### src/rtl/iob_axi_ram_arbiter_pkg.sv
// Shared types and helpers for the AXI RAM arbiter.
// Build option: IOB_AXI_RAM_ARBITER_RR_EN selects round-robin arbitration;
// when it is undefined, arbitration is fixed priority with the lowest index winning.
package iob_axi_ram_arbiter_pkg;

    // Transaction sequencer states: pick a requester, issue address/data,
    // wait for the response, then pulse the completion handshake.
    typedef enum logic [1:0] {
        ST_IDLE = 2'd0,
        ST_ADDR = 2'd1,
        ST_RESP = 2'd2,
        ST_DONE = 2'd3
    } state_t;

    localparam int DEFAULT_N_REQ = 2;

    // Width of a requester index. It never drops below one bit, so that
    // index registers stay legal vectors.
    function automatic int gnt_width(input int n_req);
        return (n_req > 1) ? $clog2(n_req) : 1;
    endfunction

    localparam int DEFAULT_GNT_W = $clog2(DEFAULT_N_REQ);

endpackage

### src/rtl/iob_axi_ram_arbiter_sel.sv
// Combinational grant selection: one-hot grant plus encoded index.
// Build option: IOB_AXI_RAM_ARBITER_RR_EN adds the ptr input and a rotating
// search that starts at ptr; without it the lowest valid index wins.
module iob_axi_ram_arbiter_sel
    import iob_axi_ram_arbiter_pkg::*;
#(
    parameter int N_REQ = 2,
    parameter int GNT_W = gnt_width(N_REQ)
) (
`ifdef IOB_AXI_RAM_ARBITER_RR_EN
    input  logic [GNT_W-1:0] ptr,
`endif
    input  logic [N_REQ-1:0] req_valid,
    output logic [N_REQ-1:0] gnt_onehot,
    output logic [GNT_W-1:0] gnt_idx,
    output logic             gnt_any
);

`ifdef IOB_AXI_RAM_ARBITER_RR_EN

    // ptr is always below N_REQ, so one conditional subtract wraps the sum
    function automatic logic [GNT_W-1:0] wrap_add(input logic [GNT_W-1:0] base, input int off);
        int sum;
        sum = int'(base) + off;
        if (sum >= N_REQ) begin
            sum = sum - N_REQ;
        end
        return GNT_W'(sum);
    endfunction

    // Rotating search: the first valid requester at or after ptr wins
    always_comb begin
        gnt_idx = '0;
        gnt_any = 1'b0;
        for (int i = 0; i < N_REQ; i++) begin
            if (!gnt_any && req_valid[wrap_add(ptr, i)]) begin
                gnt_any = 1'b1;
                gnt_idx = wrap_add(ptr, i);
            end
        end
    end

    generate
        for (genvar gi = 0; gi < N_REQ; gi++) begin : g_rr_onehot
            assign gnt_onehot[gi] = gnt_any && (gnt_idx == GNT_W'(gi));
        end
    endgenerate

`else

    // Fixed priority: a requester wins only if no lower index is valid
    generate
        for (genvar gi = 0; gi < N_REQ; gi++) begin : g_fp_onehot
            if (gi == 0) begin : g_first
                assign gnt_onehot[gi] = req_valid[gi];
            end else begin : g_rest
                assign gnt_onehot[gi] = req_valid[gi] && !(|req_valid[gi-1:0]);
            end
        end
    endgenerate

    assign gnt_any = |req_valid;

    // Encode the lowest valid index by scanning from the top down
    always_comb begin
        gnt_idx = '0;
        for (int i = N_REQ - 1; i >= 0; i--) begin
            if (req_valid[i]) begin
                gnt_idx = GNT_W'(i);
            end
        end
    end

`endif

endmodule

### src/rtl/iob_axi_ram_arbiter.sv
// Shares one AXI4 RAM slave port among N_REQ native requesters, one
// single-beat transaction at a time. Every output comes straight from a register.
// Build option: IOB_AXI_RAM_ARBITER_RR_EN enables round-robin arbitration
// and its priority pointer; the default build uses fixed priority.
module iob_axi_ram_arbiter
    import iob_axi_ram_arbiter_pkg::*;
#(
    parameter int N_REQ  = 2,
    parameter int DATA_W = 32,
    parameter int ADDR_W = 16,
    parameter int STRB_W = DATA_W / 8
) (
    input  logic                     clk_i,
    input  logic                     rst_i,
    input  logic [N_REQ-1:0]         req_valid_i,
    input  logic [N_REQ*ADDR_W-1:0]  req_addr_i,
    input  logic [N_REQ*DATA_W-1:0]  req_wdata_i,
    input  logic [N_REQ*STRB_W-1:0]  req_wstrb_i,
    output logic [N_REQ-1:0]         req_ready_o,
    output logic [N_REQ-1:0]         rsp_valid_o,
    output logic [DATA_W-1:0]        rsp_rdata_o,
    output logic [ADDR_W-1:0]        axi_awaddr_o,
    output logic                     axi_awvalid_o,
    input  logic                     axi_awready_i,
    output logic [DATA_W-1:0]        axi_wdata_o,
    output logic [STRB_W-1:0]        axi_wstrb_o,
    output logic                     axi_wvalid_o,
    input  logic                     axi_wready_i,
    input  logic                     axi_bvalid_i,
    output logic                     axi_bready_o,
    output logic [ADDR_W-1:0]        axi_araddr_o,
    output logic                     axi_arvalid_o,
    input  logic                     axi_arready_i,
    input  logic [DATA_W-1:0]        axi_rdata_i,
    input  logic                     axi_rvalid_i,
    output logic                     axi_rready_o
);

    localparam int GNT_W = gnt_width(N_REQ);

    state_t              state_reg, state_next;
    logic [GNT_W-1:0]    gnt_idx_reg, gnt_idx_next;
    logic [ADDR_W-1:0]   addr_reg, addr_next;
    logic [DATA_W-1:0]   wdata_reg, wdata_next;
    logic [STRB_W-1:0]   wstrb_reg, wstrb_next;
    logic                is_write_reg, is_write_next;
    logic                awvalid_reg, awvalid_next;
    logic                wvalid_reg, wvalid_next;
    logic                arvalid_reg, arvalid_next;
    logic                bready_reg, bready_next;
    logic                rready_reg, rready_next;
    logic [N_REQ-1:0]    req_ready_reg, req_ready_next;
    logic [N_REQ-1:0]    rsp_valid_reg, rsp_valid_next;
    logic [DATA_W-1:0]   rdata_reg, rdata_next;

    logic [N_REQ-1:0]    sel_onehot;
    logic [GNT_W-1:0]    sel_idx;
    logic                sel_any;

    logic [ADDR_W-1:0]   addr_masked  [N_REQ];
    logic [DATA_W-1:0]   wdata_masked [N_REQ];
    logic [STRB_W-1:0]   wstrb_masked [N_REQ];
    logic [ADDR_W-1:0]   sel_addr;
    logic [DATA_W-1:0]   sel_wdata;
    logic [STRB_W-1:0]   sel_wstrb;

`ifdef IOB_AXI_RAM_ARBITER_RR_EN
    logic [GNT_W-1:0]    ptr_reg, ptr_next;
`endif

    iob_axi_ram_arbiter_sel #(
        .N_REQ (N_REQ),
        .GNT_W (GNT_W)
    ) u_sel (
`ifdef IOB_AXI_RAM_ARBITER_RR_EN
        .ptr        (ptr_reg),
`endif
        .req_valid  (req_valid_i),
        .gnt_onehot (sel_onehot),
        .gnt_idx    (sel_idx),
        .gnt_any    (sel_any)
    );

    // Gate each requester's fields with its grant bit so a plain OR picks the winner
    generate
        for (genvar gi = 0; gi < N_REQ; gi++) begin : g_req_mux
            assign addr_masked[gi]  = sel_onehot[gi] ? req_addr_i[gi*ADDR_W +: ADDR_W]  : '0;
            assign wdata_masked[gi] = sel_onehot[gi] ? req_wdata_i[gi*DATA_W +: DATA_W] : '0;
            assign wstrb_masked[gi] = sel_onehot[gi] ? req_wstrb_i[gi*STRB_W +: STRB_W] : '0;
        end
    endgenerate

    // OR-reduce the gated request fields into the granted request
    always_comb begin
        sel_addr  = '0;
        sel_wdata = '0;
        sel_wstrb = '0;
        for (int i = 0; i < N_REQ; i++) begin
            sel_addr  = sel_addr  | addr_masked[i];
            sel_wdata = sel_wdata | wdata_masked[i];
            sel_wstrb = sel_wstrb | wstrb_masked[i];
        end
    end

    // Next-state and next-output logic of the transaction sequencer
    always_comb begin
        state_next     = state_reg;
        gnt_idx_next   = gnt_idx_reg;
        addr_next      = addr_reg;
        wdata_next     = wdata_reg;
        wstrb_next     = wstrb_reg;
        is_write_next  = is_write_reg;
        awvalid_next   = awvalid_reg;
        wvalid_next    = wvalid_reg;
        arvalid_next   = arvalid_reg;
        bready_next    = bready_reg;
        rready_next    = rready_reg;
        rdata_next     = rdata_reg;
        req_ready_next = '0;
        rsp_valid_next = '0;

        unique case (state_reg)
            ST_IDLE: begin
                if (sel_any) begin
                    gnt_idx_next  = sel_idx;
                    addr_next     = sel_addr;
                    wdata_next    = sel_wdata;
                    wstrb_next    = sel_wstrb;
                    is_write_next = |sel_wstrb;
                    awvalid_next  = |sel_wstrb;
                    wvalid_next   = |sel_wstrb;
                    arvalid_next  = ~(|sel_wstrb);
                    state_next    = ST_ADDR;
                end
            end

            ST_ADDR: begin
                // Each channel drops on its own handshake; AW and W may finish in any order
                awvalid_next = awvalid_reg && !axi_awready_i;
                wvalid_next  = wvalid_reg  && !axi_wready_i;
                arvalid_next = arvalid_reg && !axi_arready_i;
                if (!(awvalid_next || wvalid_next || arvalid_next)) begin
                    bready_next = is_write_reg;
                    rready_next = !is_write_reg;
                    state_next  = ST_RESP;
                end
            end

            ST_RESP: begin
                if (is_write_reg ? (axi_bvalid_i && bready_reg)
                                 : (axi_rvalid_i && rready_reg)) begin
                    bready_next = 1'b0;
                    rready_next = 1'b0;
                    if (!is_write_reg) begin
                        rdata_next = axi_rdata_i;
                    end
                    for (int i = 0; i < N_REQ; i++) begin
                        req_ready_next[i] = (gnt_idx_reg == GNT_W'(i));
                        rsp_valid_next[i] = !is_write_reg && (gnt_idx_reg == GNT_W'(i));
                    end
                    state_next = ST_DONE;
                end
            end

            ST_DONE: begin
                // The completion pulses clear through their defaults
                state_next = ST_IDLE;
            end

            default: begin
                state_next = ST_IDLE;
            end
        endcase
    end

    // State and output registers; reset abandons any transaction in flight
    always_ff @(posedge clk_i or posedge rst_i) begin
        if (rst_i) begin
            state_reg     <= ST_IDLE;
            gnt_idx_reg   <= '0;
            addr_reg      <= '0;
            wdata_reg     <= '0;
            wstrb_reg     <= '0;
            is_write_reg  <= 1'b0;
            awvalid_reg   <= 1'b0;
            wvalid_reg    <= 1'b0;
            arvalid_reg   <= 1'b0;
            bready_reg    <= 1'b0;
            rready_reg    <= 1'b0;
            req_ready_reg <= '0;
            rsp_valid_reg <= '0;
            rdata_reg     <= '0;
        end else begin
            state_reg     <= state_next;
            gnt_idx_reg   <= gnt_idx_next;
            addr_reg      <= addr_next;
            wdata_reg     <= wdata_next;
            wstrb_reg     <= wstrb_next;
            is_write_reg  <= is_write_next;
            awvalid_reg   <= awvalid_next;
            wvalid_reg    <= wvalid_next;
            arvalid_reg   <= arvalid_next;
            bready_reg    <= bready_next;
            rready_reg    <= rready_next;
            req_ready_reg <= req_ready_next;
            rsp_valid_reg <= rsp_valid_next;
            rdata_reg     <= rdata_next;
        end
    end

`ifdef IOB_AXI_RAM_ARBITER_RR_EN
    // Once a transaction completes, the search restarts just past the last grant
    always_comb begin
        ptr_next = ptr_reg;
        if (state_reg == ST_DONE) begin
            ptr_next = (int'(gnt_idx_reg) == N_REQ - 1) ? '0 : gnt_idx_reg + 1'b1;
        end
    end

    // Priority pointer register
    always_ff @(posedge clk_i or posedge rst_i) begin
        if (rst_i) begin
            ptr_reg <= '0;
        end else begin
            ptr_reg <= ptr_next;
        end
    end
`endif

    assign req_ready_o   = req_ready_reg;
    assign rsp_valid_o   = rsp_valid_reg;
    assign rsp_rdata_o   = rdata_reg;
    assign axi_awaddr_o  = addr_reg;
    assign axi_araddr_o  = addr_reg;
    assign axi_wdata_o   = wdata_reg;
    assign axi_wstrb_o   = wstrb_reg;
    assign axi_awvalid_o = awvalid_reg;
    assign axi_wvalid_o  = wvalid_reg;
    assign axi_arvalid_o = arvalid_reg;
    assign axi_bready_o  = bready_reg;
    assign axi_rready_o  = rready_reg;

endmodule

### config.mk
export PLATFORM = sky130hd
export DESIGN_NAME = iob_axi_ram_arbiter
export DESIGN_NICKNAME = d
export VERILOG_FILES = /design/src/rtl/iob_axi_ram_arbiter_pkg.sv /design/src/rtl/iob_axi_ram_arbiter_sel.sv /design/src/rtl/iob_axi_ram_arbiter.sv
export SDC_FILE = /design/constraint.sdc
export NUM_CORES = 1
export LEC_CHECK = 0
export BUFFER_PORTS_ARGS = -buffer_cell sky130_fd_sc_hd__buf_2
export CORE_UTILIZATION = 40
export DETAILED_ROUTE_END_ITERATION = 10
export GPL_ROUTABILITY_DRIVEN = 0
export PLACE_DENSITY = 0.73
export SYNTH_ARGS = -nofsm -noshare
export SYNTH_HDL_FRONTEND = slang
export SYNTH_SLANG_ARGS = --single-unit
### constraint.sdc
create_clock -name clk_i -period 4.46 [get_ports clk_i]
set_input_delay 0.892 -clock clk_i [delete_from_list [all_inputs] [get_ports clk_i]]
set_output_delay 0.892 -clock clk_i [all_outputs]
set_load 0.005 [all_outputs]
Word-level counts from Yosys, hierarchy flattened
Cells that the tools add are included.
{"block": "totals", "regBits": 97, "input_bits": 145, "out_inout_bits": 109, "elab_cells": 78}
{"block": "op_classes", "n_eq_ne": 6, "muxes": 27, "n_bitwise": 6, "n_reduce_logical": 25}
{"cell": "$mux W32", "n": 2}
{"cell": "$mux W16", "n": 2}
{"cell": "$or A32 B32 Y32", "n": 1}
{"cell": "$or A16 B16 Y16", "n": 1}
{"cell": "$mux W2", "n": 7}
{"cell": "$pmux W1 S2", "n": 5}
{"cell": "$reduce_and A3 Y1", "n": 3}
{"cell": "$logic_and A1 B1 Y1", "n": 8}
{"cell": "$mux W1", "n": 8}
{"cell": "$mux W4", "n": 2}
{"cell": "$pmux W2 S4", "n": 1}
{"cell": "$ne A2 B2 Y1 const B", "n": 3}
{"cell": "$logic_not A1 Y1", "n": 5}
{"cell": "$eq A2 B2 Y1 const B", "n": 2}
{"cell": "$or A4 B4 Y4", "n": 1}
{"cell": "$reduce_and A2 Y1", "n": 2}
{"cell": "$reduce_bool A2 Y1", "n": 2}
{"cell": "$reduce_or A4 Y1", "n": 1}
{"cell": "$not A1 Y1", "n": 3}
{"cell": "$eq A2 B1 Y1 const B", "n": 1}
{"cell": "$logic_not A2 Y1", "n": 1}
{"cell": "$logic_or A1 B1 Y1", "n": 2}
{"cell": "$reduce_or A2 Y1", "n": 1}

Logic depth before layout (Yosys ltp)
{"block": "depth", "ltp_word": 8, "mapped_depth": 7}

Hierarchy
Synthesis repeated with hierarchy kept, for this count alone.
{"block": "hier_totals", "cells_unflattened": 384, "hier_area_um2": 4272.8}
{"module": "iob_axi_ram_arbiter", "n_inst": 1, "cells_each": 380, "area_per_inst_um2": 4242.8}
{"module": "iob_axi_ram_arbiter_sel", "n_inst": 1, "cells_each": 4, "area_per_inst_um2": 30.0}

Worst setup path after synthesis
No wires, ideal clock.
{"block": "synth_timing", "path_type": "input to register", "startpoint": "input port req_valid_i[0]", "endpoint": "register state_reg[1]", "setup_time_ns": 0.127, "t_arrival_ns": 1.809, "required_time_ns": 4.333, "setup_slack_ns": 2.523, "path_stages": 4, "n_path_buf": 1, "cell_sequence": "buf_6 -> or3b_4 -> nand4_2 -> mux2_1"}
{"block": "synth_via", "elab_chain_cells": 3}
{"item": "from (decl)", "line": "iob_axi_ram_arbiter.sv:15", "text": "input logic [N_REQ-1:0] req_valid_i,"}
{"item": "$reduce_or A2 Y1", "line": "iob_axi_ram_arbiter_sel.sv:62", "text": "assign gnt_any = |req_valid;"}
{"item": "$ne A2 B2 Y1 (no source line)"}
{"item": "$reduce_and A3 Y1 (no source line)"}
{"item": "to (signal assigned)", "line": "iob_axi_ram_arbiter.sv:194", "text": "state_reg <= state_next;"}
{"item": "to (decl)", "line": "iob_axi_ram_arbiter.sv:41", "text": "state_t state_reg, state_next;"}
Every way passes these cells.
A chain may end at the register's enable or synchronous reset.

Worst setup path in the final report
{"block": "layout_timing", "startpoint": "register state_reg[0]", "endpoint": "register addr_reg[11], in the netlist axi_araddr_o[11]"}
{"block": "layout_via", "elab_chain_cells": 2}
{"item": "$logic_not A2 Y1", "line": "iob_axi_ram_arbiter.sv:122", "text": "unique case (state_reg)"}
{"item": "$reduce_and A2 Y1 (no source line)"}
{"item": "to (signal assigned)", "line": "iob_axi_ram_arbiter.sv:196", "text": "addr_reg <= addr_next;"}
{"item": "to (decl)", "line": "iob_axi_ram_arbiter.sv:43", "text": "logic [ADDR_W-1:0] addr_reg, addr_next;"}
Every way passes these cells.

==> results.yml <==
placement:
  dp_hpwl_mm: 8.82
  portBuffers: 253
  place_ws_ns: 1.62
clocking:
  tritoncts: "done"
  cts.path.max_buffers: 2
  cts.sinks: 97
  path_clk_slew_ns: 0.07
  post_cts_buffers: 0
  cts_root_buf: "clkbuf_16"
  htree_num_levels: 3
  cts-buffers-inserted: 9
  holdBufCountCts: 0
  cts-resized-gates: 0
  clock_latency_ns: 0.34
die:
  start_util: 0.409
  core-area_um2: 11400
  die_area_um2: 12100
  io_pins: 254
  rows: 39
  die_w_um: 110
  die_height_um: 110
worst_hold_path:
  worstHoldPathType: "reg2reg"
  holdPathStages: 1
  min_to: "rsp_rdata_o[25]$_DFFE_PP0P_"
  min_from: "rsp_rdata_o[25]$_DFFE_PP0P_"
global_route:
  grt_overflow: 0
  grt_pass1_wl_mm: 18.8
  antenna_found_initial: 0
  grt_util_all_layers: 0.203
  grt_start_max_net_pins: 95
  grt_pass1_vias: 3825
pwr:
  p_leak_nw: 3.03
  power.internal_mw: 2.54
  powerDensity_nw_per_um2: 651
  switching_power_mw: 1.43
  p_clk_frac: 0.188
  swShare: 0.359
  seq_power_share: 0.403
  p_comb_frac: 0.410
  irDropWorstVdd_mv: 0.324
routing:
  vias_per_cell: 5.30
  drc: 0
  routed_wl_mm: 12.4
  num_vias: 4106
  antenna_left: 0
  drt-wirelength-per-cell_um: 16.0
  first_pass_iters: 6
  drtIter0Drc: 151
critical_path:
  crit_fanout: 94
  r2r-start: "state_reg[0]$_DFFE_PP0P_"
  crit_path_end_kind: "register"
  reg2reg_setup_slack_ns: 1.90
  cp.arrival_ns: 2.78
  critical_path_class: "reg2reg"
  critPathLaunchType: "register"
  worstRegToRegCells: 5
  critPathRequiredTime_ns: 4.68
  rr_endpoint: "axi_araddr_o[11]$_DFFE_PP0P_"
sta:
  tns_ns: 0
  hold_viol: 0
  fin_crit_sh: 0.575
  fin_crit_ns: 2.56
  drv_slew: 0
  fin_ws_ns: 1.90
  setup_violations: 0
  rsz0062_at_grt: "false"
  slew_headroom: 0.202
  fin_worst_skew_ns: 0.00718
  fmax_mhz: 390
  tightestPinTransition_ns: 1.19
layout:
  fillerInstances: 1023
  drive_above_1_share: 0.504
  syn_to_final_growth_pct: 31.2
  fin_nets: 775
  num_antenna_cells: 0
logic_synthesis:
  synth.cell_area_um2: 4650
  synth_cells: 410
  syn_nets: 559
  synth_cell_type_count: 35
  ys_seq_elements: 97
  seq_area_frac_synth: 0.522
  post_synth.cell_area_avg_um2: 11.3
  yosys_warnings: 0
outcome:
  status: "finished clean"
run:
  drv_cap: 0
[routing by layer]
layer  GRT usage  wire [µm]  part of all wire  up-vias
met5           0          0                 0        -
met4      0.0638        157             0.013        0
met3      0.0622       1120             0.091        9
met2       0.337       5940              0.48      195
met1       0.252       5170              0.42     1962
li1            -          -                 -     1940
[worst max path at each step]
stage | depth (start not counted) | slack, ns | from | endpoint
floorplan | 1 | 1.03 | rst_i | axi_araddr_o[0]$_DFFE_PP0P_
detailed placement | 3 | 1.62 | req_valid_i[0] | axi_wdata_o[21]$_DFFE_PP0P_
global placement | 3 | 1.76 | req_valid_i[0] | axi_wdata_o[10]$_DFFE_PP0P_
finish | 5 | 1.90 | state_reg[0]$_DFFE_PP0P_ | axi_araddr_o[11]$_DFFE_PP0P_
global route | 5 | 1.65 | state_reg[0]$_DFFE_PP0P_ | axi_araddr_o[9]$_DFFE_PP0P_
CTS | 5 | 1.87 | state_reg[0]$_DFFE_PP0P_ | axi_araddr_o[11]$_DFFE_PP0P_
[kinds of logic (layout without fill, tap and decap cells)]
kind of cell / Yosys count / count (layout) / share of synthesized area
adders and majority gates: 4 / 4 / 0.0108
buffers and inverters: 56 / 277 / 0.0729
muxes: 36 / 36 / 0.0885
AOI/OAI and AO/OA: 156 / 156 / 0.213
DFF: 97 / 97 / 0.522
and+or+nand+nor: 61 / 61 / 0.0931
[synthesized netlist by cell type (all sizes together)]
library cell / instances / area share
nand3b: 34 / 0.055
ha: 4 / 0.011
nand2: 7 / 0.0067
clkinv: 1 / 0.00081
o2111ai: 1 / 0.0032
nand3: 2 / 0.0022
nand4: 1 / 0.0027
and3: 1 / 0.0013
nor2b: 4 / 0.0054
or3b: 1 / 0.0024
nor2: 5 / 0.0040
nand4b: 1 / 0.0051
a21oi: 37 / 0.040
mux2: 35 / 0.086
o211ai: 1 / 0.0027
o22ai: 35 / 0.047
clkbuf: 17 / 0.014
o41ai: 2 / 0.0038
a22o: 36 / 0.068
mux2i: 1 / 0.0022
o31ai: 1 / 0.0016
inv: 3 / 0.0024
and2b: 4 / 0.0067
dfrtp: 97 / 0.52
o21ai: 43 / 0.047
buf: 35 / 0.056
or4: 1 / 0.0016
[per-stage QoR]
stage / instances / hold slack [ns] / instance area [µm²] / util / total power [mW]
after floorplan: 410 / 0.436 / 4650 / - / 2.62
after global placement: 758 / 0.481 / 5820 / 0.512 / 3.18
after detailed placement: 758 / 0.487 / 5820 / 0.512 / 3.26
after CTS: 774 / 0.503 / 6100 / 0.537 / 4.02
after global routing: 774 / 0.521 / 6100 / 0.537 / 4.31
final: 774 / 0.501 / 6100 / 0.537 / 3.97
[cells in the final DEF, fill, tap and decap left out, types with 2 or more instances in the layout]
cell        synthesis  final
inv_1               3      2
a22o_1             36     36
inv_8               0      2
mux2_4              2      2
clkinvlp_4          0      4
mux2_2             32     32
clkbuf_16           0      9
nor2b_1             4      4
a21oi_1            37     37
buf_2              10    253
o22ai_1            35     35
nand2_1             5      5
nand2_2             2      2
buf_4              17      4
nand3b_1           34     34
o41ai_1             2      2
ha_1                4      3
nor2_1              5      5
and2b_1             3      3
o21ai_0            42     41
dfrtp_1            97     97
nand3_1             2      2
[area by class of cell]
cell class | count | area [µm²] | area share
clock buffers | 9 | 225 | 0.0369
clock inverters | 7 | 61.3 | 0.0100
flip-flops and latches | 97 | 2430 | 0.398
well taps | 143 | 179 | 0.0293
multi-input cells | 257 | 1900 | 0.311
repair buffers | 257 | 1300 | 0.212
inverters | 4 | 17.5 | 0.00287
[power by group through the flow]
stage               registers (mW)  clock network, mW  logic, mW
floorplan                     1.60                  0       1.03
global placement              1.59                  0       1.60
detailed placement            1.60                  0       1.66
CTS                           1.60              0.767       1.65
global route                  1.66              0.809       1.84
finish                        1.60              0.745       1.63
[critical path, cell delays in order, from the launching register on]
cell     delay [ns]
dfrtp_1        0.38
inv_1          0.15
ha_4           0.78
o21ai_1        0.54
buf_4          0.33
a22o_1         0.24
(Power assumes the default switching activity.)
